[src/rtl/pc_ras_if.sv]
// Fetch-control bundle between the PC/return-address-stack unit and its driver.
// Exception signals exist only when PC_EXC_EN is defined.
interface pc_ras_if #(
  parameter int unsigned PC_W      = 16,
  parameter int unsigned RAS_DEPTH = 4
);
  localparam int unsigned CNT_W = $clog2(RAS_DEPTH) + 1;

  logic             hlt;
  logic             stall;
  logic [1:0]       pc_src;
  logic [PC_W-1:0]  target;
  logic [PC_W-1:0]  pc;
  logic             halted;
  logic [PC_W-1:0]  ras_top;
  logic [CNT_W-1:0] ras_count;
  logic             ras_empty;
  logic             ras_full;
  logic             ras_ovf;
  logic             ras_unf;
`ifdef PC_EXC_EN
  logic             exc;
  logic             eret;
  logic [PC_W-1:0]  epc;
  logic             in_exc;
`endif

  modport master (
`ifdef PC_EXC_EN
    output exc, eret,
    input  epc, in_exc,
`endif
    output hlt, stall, pc_src, target,
    input  pc, halted, ras_top, ras_count, ras_empty, ras_full, ras_ovf, ras_unf
  );

  modport slave (
`ifdef PC_EXC_EN
    input  exc, eret,
    output epc, in_exc,
`endif
    input  hlt, stall, pc_src, target,
    output pc, halted, ras_top, ras_count, ras_empty, ras_full, ras_ovf, ras_unf
  );
endinterface

[src/rtl/pc_ras_unit.sv]
// Program counter with circular return-address stack, stall and sticky halt.
// Optional exception entry/return (epc, in_exc) is built when PC_EXC_EN is defined.
module pc_ras_unit #(
  parameter int unsigned       PC_W      = 16,
  parameter int unsigned       RAS_DEPTH = 4,
  parameter logic [PC_W-1:0]   RESET_VEC = '0,
  parameter logic [PC_W-1:0]   INC       = PC_W'(1)
`ifdef PC_EXC_EN
  , parameter logic [PC_W-1:0] EXC_VEC   = PC_W'(16'h0100)
`endif
) (
  input  logic    clk,
  input  logic    rst_n,
  pc_ras_if.slave bus
);
  localparam int unsigned SP_W  = $clog2(RAS_DEPTH);
  localparam int unsigned CNT_W = SP_W + 1;

  typedef enum logic [1:0] {
    SRC_SEQ  = 2'b00,
    SRC_JMP  = 2'b01,
    SRC_CALL = 2'b10,
    SRC_RET  = 2'b11
  } pc_src_e;

  logic [PC_W-1:0]  pc_q, pc_d;
  logic             halted_q, halted_d;
  logic             ovf_q, ovf_d;
  logic             unf_q, unf_d;
  logic [SP_W-1:0]  sp_q, sp_d;
  logic [CNT_W-1:0] cnt_q, cnt_d;
  logic [PC_W-1:0]  ras_q [RAS_DEPTH];
`ifdef PC_EXC_EN
  logic [PC_W-1:0]  epc_q, epc_d;
  logic             in_exc_q, in_exc_d;
`endif

  logic             push, pop;
  logic             empty, full;
  logic [PC_W-1:0]  pc_inc, top;
  pc_src_e          src;

  assign src    = pc_src_e'(bus.pc_src);
  assign pc_inc = pc_q + INC;
  assign empty  = (cnt_q == '0);
  assign full   = (cnt_q == CNT_W'(RAS_DEPTH));
  // sp_q points at the next free slot; power-of-2 depth makes the decrement wrap.
  assign top    = empty ? RESET_VEC : ras_q[sp_q - SP_W'(1)];

  always_comb begin
    // NOTE: every target gets a hold default first, so no path infers a latch.
    pc_d     = pc_q;
    halted_d = halted_q;
    ovf_d    = ovf_q;
    unf_d    = unf_q;
    cnt_d    = cnt_q;
    push     = 1'b0;
    pop      = 1'b0;
`ifdef PC_EXC_EN
    epc_d    = epc_q;
    in_exc_d = in_exc_q;
`endif
    if (halted_q || bus.hlt) begin
      halted_d = 1'b1;
    end
`ifdef PC_EXC_EN
    else if (bus.exc) begin
      pc_d = EXC_VEC;
      if (!in_exc_q) begin
        epc_d    = pc_q;
        in_exc_d = 1'b1;
      end
    end else if (bus.eret) begin
      pc_d     = epc_q;
      in_exc_d = 1'b0;
    end
`endif
    else if (!bus.stall) begin
      unique case (src)
        SRC_SEQ: pc_d = pc_inc;
        SRC_JMP: pc_d = bus.target;
        SRC_CALL: begin
          pc_d = bus.target;
          push = 1'b1;
          // A full stack overwrites its oldest entry, which sits at sp_q.
          if (full) ovf_d = 1'b1;
          else      cnt_d = cnt_q + CNT_W'(1);
        end
        SRC_RET: begin
          if (empty) begin
            pc_d  = pc_inc;
            unf_d = 1'b1;
          end else begin
            pc_d  = top;
            pop   = 1'b1;
            cnt_d = cnt_q - CNT_W'(1);
          end
        end
        default: pc_d = pc_q;
      endcase
    end
  end

  always_comb begin
    sp_d = sp_q;
    if (push)     sp_d = sp_q + SP_W'(1);
    else if (pop) sp_d = sp_q - SP_W'(1);
  end

  // NOTE: state uses nonblocking assignments so all flops sample pre-edge values.
  always_ff @(posedge clk or negedge rst_n) begin
    if (!rst_n) begin
      pc_q     <= RESET_VEC;
      halted_q <= 1'b0;
      ovf_q    <= 1'b0;
      unf_q    <= 1'b0;
      sp_q     <= '0;
      cnt_q    <= '0;
`ifdef PC_EXC_EN
      epc_q    <= '0;
      in_exc_q <= 1'b0;
`endif
    end else begin
      pc_q     <= pc_d;
      halted_q <= halted_d;
      ovf_q    <= ovf_d;
      unf_q    <= unf_d;
      sp_q     <= sp_d;
      cnt_q    <= cnt_d;
`ifdef PC_EXC_EN
      epc_q    <= epc_d;
      in_exc_q <= in_exc_d;
`endif
    end
  end

  // NOTE: stack storage is not reset; cnt_q alone decides which entries are valid.
  always_ff @(posedge clk) begin
    if (push) ras_q[sp_q] <= pc_inc;
  end

  assign bus.pc        = pc_q;
  assign bus.halted    = halted_q;
  assign bus.ras_top   = top;
  assign bus.ras_count = cnt_q;
  assign bus.ras_empty = empty;
  assign bus.ras_full  = full;
  assign bus.ras_ovf   = ovf_q;
  assign bus.ras_unf   = unf_q;
`ifdef PC_EXC_EN
  assign bus.epc       = epc_q;
  assign bus.in_exc    = in_exc_q;
`endif
endmodule

[src/flat_wrapper.sv]
// flat-port wrapper written by rule: the top's interface ports become plain ports
module pc_ras_unit_flat 
#(
  parameter int unsigned       PC_W      = 16,
  parameter int unsigned       RAS_DEPTH = 4,
  parameter logic [PC_W-1:0]   RESET_VEC = '0,
  parameter logic [PC_W-1:0]   INC       = PC_W'(1)

)
  (clk, rst_n, bus_hlt, bus_stall, bus_pc_src, bus_target, bus_pc, bus_halted, bus_ras_top, bus_ras_count, bus_ras_empty, bus_ras_full, bus_ras_ovf, bus_ras_unf);
  pc_ras_if #(.PC_W(PC_W), .RAS_DEPTH(RAS_DEPTH)) bus_i ();
  input  logic clk;
  input  logic rst_n;
  input wire logic [$bits(bus_i.hlt)-1:0] bus_hlt;
  input wire logic [$bits(bus_i.stall)-1:0] bus_stall;
  input wire logic [$bits(bus_i.pc_src)-1:0] bus_pc_src;
  input wire logic [$bits(bus_i.target)-1:0] bus_target;
  output wire logic [$bits(bus_i.pc)-1:0] bus_pc;
  output wire logic [$bits(bus_i.halted)-1:0] bus_halted;
  output wire logic [$bits(bus_i.ras_top)-1:0] bus_ras_top;
  output wire logic [$bits(bus_i.ras_count)-1:0] bus_ras_count;
  output wire logic [$bits(bus_i.ras_empty)-1:0] bus_ras_empty;
  output wire logic [$bits(bus_i.ras_full)-1:0] bus_ras_full;
  output wire logic [$bits(bus_i.ras_ovf)-1:0] bus_ras_ovf;
  output wire logic [$bits(bus_i.ras_unf)-1:0] bus_ras_unf;
  assign bus_i.hlt = bus_hlt;
  assign bus_i.stall = bus_stall;
  assign bus_i.pc_src = bus_pc_src;
  assign bus_i.target = bus_target;
  assign bus_pc = bus_i.pc;
  assign bus_halted = bus_i.halted;
  assign bus_ras_top = bus_i.ras_top;
  assign bus_ras_count = bus_i.ras_count;
  assign bus_ras_empty = bus_i.ras_empty;
  assign bus_ras_full = bus_i.ras_full;
  assign bus_ras_ovf = bus_i.ras_ovf;
  assign bus_ras_unf = bus_i.ras_unf;
  pc_ras_unit #(.PC_W(PC_W), .RAS_DEPTH(RAS_DEPTH), .RESET_VEC(RESET_VEC), .INC(INC)) u_core (.clk(clk), .rst_n(rst_n), .bus(bus_i));
endmodule
[config.mk]
export PLATFORM = sky130hd
export DESIGN_NAME = pc_ras_unit_flat
export DESIGN_NICKNAME = d
export VERILOG_FILES = /design/src/rtl/pc_ras_if.sv /design/src/rtl/pc_ras_unit.sv /design/src/flat_wrapper.sv
export SDC_FILE = /design/constraint.sdc
export NUM_CORES = 1
export LEC_CHECK = 0
export CORE_ASPECT_RATIO = 0.8
export CORE_MARGIN = 5
export CORE_UTILIZATION = 49
export DETAILED_ROUTE_END_ITERATION = 8
export PLACE_DENSITY = 0.76
export SLEW_MARGIN = 15
export SYNTH_ARGS = -nofsm -noshare
export SYNTH_HDL_FRONTEND = slang
export SYNTH_SLANG_ARGS = --single-unit
[constraint.sdc]
create_clock -name clk -period 2.5 [get_ports clk]
set_clock_uncertainty 0.2 [all_clocks]
set_input_delay 0.375 -clock clk [delete_from_list [all_inputs] [get_ports clk]]
set_output_delay 0.375 -clock clk [all_outputs]
set_load 0.005 [all_outputs]
# Word level (Yosys, flattened, before mapping)
# Memories as Yosys holds them, arrays and structs flattened.
# Cells that the tools add are included.
[word_totals]
ff_bits = 24
mem_bits_rw = 64
input_bits = 22
out_inout_bits = 40
word_cells = 47
n_memories = 1
[mem_list]
columns = ["memory", "depth", "word_bits", "rd", "rd_ports_with_merged_regs", "wr", "line", "rtl"]
rows = [
  ["u_core.ras_q", 4, 16, 1, 0, 1, "pc_ras_unit.sv:32", "logic [PC_W-1:0] ras_q [RAS_DEPTH];"],
]
[classes]
add_sub_neg = 5
n_eq_ne = 6
n_mux = 17
bitwise_logic = 2
reduce_logical = 10
[op_table]
columns = ["cell", "n"]
rows = [
  ["one-hot mux 16 bit (3 select lines)", 1],
  ["two-way mux 16 bit", 2],
  ["adder 16 x 1 -> 16 bit (second input constant)", 1],
  ["two-way mux 1 bit", 9],
  ["AND reduction 4 bit", 2],
  ["two-way mux 3 bit", 2],
  ["one-hot mux 3 bit (2 select lines)", 1],
  ["AND reduction 5 bit", 1],
  ["equality test 2 bit (second input constant)", 2],
  ["two-way mux 2 bit", 2],
  ["!= test 2 bit (second input constant)", 2],
  ["nonzero test 2 bit", 2],
  ["adder 3 x 1 -> 3 bit (second input constant)", 1],
  ["equality test 3 bit (second input constant)", 1],
  ["logical NOT 3 bit", 1],
  ["subtractor 3 x 1 -> 3 bit (second input constant)", 1],
  ["adder 2 x 1 -> 2 bit (second input constant)", 1],
  ["equality test 2 x 1 -> 1 bit (second input constant)", 1],
  ["logical NOT 2 bit", 1],
  ["inverter 1 bit", 2],
  ["AND reduction 2 bit", 1],
  ["OR reduction 2 bit", 1],
  ["subtractor 2 x 1 -> 2 bit (second input constant)", 1],
  ["logical OR 1 bit", 1],
]

# Logic depth before layout (Yosys ltp)
[depth]
ltp_word = 7
mapped_depth = 9
mapped_depth_nobuf = 7

# Least setup slack after synthesis
# Ideal clock, no wire load.
[synth_path]
path_kind = "reg-to-output"
startpoint = "register u_core.sp_q[0]"
endpoint = "output port bus_ras_top[14]"
arrival_ns = 1.890
t_required_ns = 1.925
setup_slack_ns = 0.035
stages_incl_launch_ff = 9
n_path_buf = 4
path_cell_list = "dfrtp_1 -> buf_6 -> buf_6 -> inv_1 -> ha_1 -> buf_2 -> buf_2 -> mux4_2 -> nor2b_1"
[synth_between]
elab_chain_len = 3
[synth_rtl]
columns = ["element", "line", "rtl"]
rows = [
  ["start, declared", "pc_ras_unit.sv:30", "logic [SP_W-1:0] sp_q, sp_d;"],
  ["start signal, assigned", "pc_ras_unit.sv:128", "sp_q <= sp_d;"],
  ["subtractor 2 x 1 -> 2 bit", "pc_ras_unit.sv:48", "assign top = empty ? RESET_VEC : ras_q[sp_q - SP_W'(1)];"],
  ["memory read (4 x 16 bit)", "--", ""],
  ["two-way mux 16 bit", "pc_ras_unit.sv:48", ""],
  ["end, declared", "flat_wrapper.sv:20", "output wire logic [$bits(bus_i.ras_top)-1:0] bus_ras_top;"],
]
# Every way passes these cells.

# Worst setup path after layout
[layout_path]
startpoint = "register u_core.sp_q[0]"
endpoint = "output port bus_ras_top[8]"
# The elaborated chain is that of the path after synthesis.

==> results.toml <==
[setup_path]
cp_slowest_cell = "dfrtp_1"
start_kind = "flip-flop"
cp_top_family = "buffers and inverters"
worstPathArrival_ns = 1.97
critPathMaxFanout = 5
crit_path_cell_trace = "inv_2, ha_4, buf_6, buf_6, mux4_2, nor2b_1, buf_2"
worstSetupPathType = "reg2out"
worst_path_most_repeated_cell = "buf_6"
max_stage_delay_ns = 0.41
cp.required_ns = 1.92
path_buf_inv = 4
crit_path_end_kind = "output port"

[timing]
rsz0062_at_grt = "yes"
slew_headroom_pct = 71.5
hold_viol = 0
fin_crit_ns = 2.55
worst-slew-pin-transition_ns = 0.424
slew_violations = 0
layout_setup_ws_ns = -0.0484
fin_crit_sh_pct = 102
hold_ws_ns = 0.184
setup_viol = 12
timing.fmax_mhz = 392

[placed_design]
place_ws_ns = -0.00547
hpwl_um = 7470
dp_cells = 494
io_buffers = 61
gp_congestion = 0.797

[route]
drc = 0
routed_wl_um = 10900
wl_per_cell_um = 20.4
drt_iter0_drc = 254
dr.pass1.iters = 5
drt-vias-per-instance = 5.86
ant_nets = 0
vias = 3140

[floorplanning]
start_util_pct = 50.1
die_height_um = 93.3
num_rows = 30
die_x_um = 114
core-area_um2 = 8480
ioPinCount = 62
die_area_um2 = 10600

[global_route]
grt_max_degree = 25
grt_use_total_pct = 21.6
grt_pass1_vias = 3114
grt-ovfl-total = 0
antenna_found_initial = 0
grt_pass1_wl_um = 17400

[cells_and_area]
final_util_pct = 66.5
num-fill-cells = 646
area_delta_synth_final_pct = 32.7
multi_input_area_um2 = 1640
layout.nets = 450
fin_cells = 536
antennaDiodeCount = 0
layout-drive-gt1-share_pct = 30.9
regArea_um2 = 2520

[synth]
async_flop_share_pct = 27.3
synthFlopType = "edfxtp_1"
synth_edf_count = 64
synth-seq-cells = 88
ys_seq_area_share_pct = 59.3
ys_warn_count = 0
postSynthAreaPerCell_um2 = 14.0
ys_types = 52
synthesis.area_um2 = 4250
synth_nets = 334
syn_inst = 303

[power_and_ir_drop]
p_per_area_nw_per_um2 = 580
vdd_ir_drop_max_v = 0.000421
leakagePower_nw = 2.20

[cts]
h-tree-depth = 3
postCtsHoldBufs = 0
cts.sinks = 88
clkTransAtPathRegs_ns = 0.09
clk_latency_ns = 0.36
cts_root_buf = "clkbuf_8"
cts_buffers = 9
cts_tree = "built"
clockBufferDepth = 2

[status]
status = "finished, violations left"
violations = "negative setup slack"

[hold_path]
hold_path_class = "in2async"

[run]
cap_violations = 0
## worst paths after layout
| path | startpoint | endpoint | slack, ns | cells after the start |
|---|---|---|---|---|
| max | u_core.sp_q[0] | bus_ras_top[8] | -0.05 | 7 |
| min | rst_n | u_core.bus.ras_count[1] | 0.18 | 2 |
| max reg2reg | u_core.bus.pc[1] | u_core.ras_q[3][12] | 0.22 | 5 |
| min reg2reg | u_core.bus.ras_ovf | u_core.bus.ras_ovf | 0.28 | 1 |
| max in group asynchronous | rst_n | u_core.bus.ras_count[2] | 1.64 | 2 |
| min in group clk | u_core.bus.ras_ovf | u_core.bus.ras_ovf | 0.28 | 1 |
## synthesized netlist by cell type, types with 3 or more instances
cell / n / share of area (%)
edfxtp_1: 64 / 45
dfrtp_1: 24 / 14
nor2b_1: 17 / 2.5
mux4_2: 16 / 8.5
o21ai_0: 15 / 1.8
nor2_1: 14 / 1.2
a22oi_1: 13 / 2.3
inv_1: 13 / 1.1
a21oi_1: 12 / 1.4
nand2_1: 12 / 1.1
xnor2_1: 12 / 2.5
buf_2: 8 / 0.94
ha_1: 8 / 2.4
and3_1: 6 / 0.88
xor2_1: 6 / 1.2
o21ai_1: 5 / 0.59
nor3_4: 4 / 1.5
o22ai_1: 4 / 0.59
a32oi_1: 3 / 0.62
buf_6: 3 / 0.79
clkbuf_1: 3 / 0.26
nor3_1: 3 / 0.35
## cell families after synthesis
group                      Yosys count  share of synthesized area (%)
muxes                               18                           8.95
buffers and inverters               28                           3.33
adders and majority gates            9                           2.83
AOI/OAI and AO/OA                   68                           10.6
DFF                                 88                           59.3
and+or+nand+nor                     74                           11.2
xor gates and xnor gates            18                           3.71
## flip-flops by register name, summed over array words and instances, names as in the netlist
register,count
u_core.ras_q,64
u_core.bus.pc,16
u_core.bus.ras_count,3
u_core.sp_q,2
u_core.bus.halted,1
u_core.bus.ras_ovf,1
u_core.bus.ras_unf,1
## cell usage in the layout (no fill, tap or decap), drive strengths merged, types with 8 or more instances in the layout
| cell type | netlist | routed |
|---|---|---|
| a21oi | 13 | 13 |
| a22oi | 13 | 13 |
| buf | 12 | 74 |
| clkbuf | 3 | 11 |
| clkdlybuf4s50 | 0 | 45 |
| dfrtp | 24 | 24 |
| edfxtp | 64 | 64 |
| ha | 8 | 8 |
| inv | 13 | 15 |
| mux4 | 16 | 16 |
| nand2 | 12 | 12 |
| nor2 | 14 | 14 |
| nor2b | 17 | 17 |
| o21ai | 20 | 20 |
| xnor2 | 12 | 12 |
## repair_timing
| action | CTS | global route |
|---|---|---|
| buffers inserted | 17 | 9 |
| cloned | 1 | 0 |
| endpoints found under the setup margin | 16 | 17 |
| pin swaps | 1 | 1 |
| resized for setup | 81 | 7 |
## where the power goes
part	internal (mW)	switching [mW]	leakage, nW
logic	0.322	0.253	1.21
registers	1.60	0.0476	0.875
clock network	0.505	0.539	0.109
## metal layers
layer,part of all wire (%),vias up,wire length (µm),track usage [%]
met5,0,-,0,0
met4,1.4,0,153,4.45
met3,8.0,12,877,5.24
met2,48,136,5250,35.1
met1,43,1597,4660,29.8
li1,-,1395,-,-
## area by class of cell
class,instances,area share [%]
clock buffer,10,2.44
clock inverter,6,1.35
inverter,13,0.865
multi-input combinational,187,29.1
sequential,88,44.7
tap,112,2.48
timing repair buffer,120,19.0
## stage by stage
| step | total power [mW] | instance area (µm²) | setup TNS [ns] |
|---|---|---|---|
| global route | 3.42 | 5640 | -1.02 |
| floorplan | 1.91 | 4250 | 0 |
| CTS | 3.26 | 5560 | -0.206 |
| detailed placement | 2.18 | 5190 | -0.00547 |
| global placement | 2.17 | 5190 | 0 |
| finish | 3.27 | 5640 | -0.336 |
(Power assumes the default switching activity.)
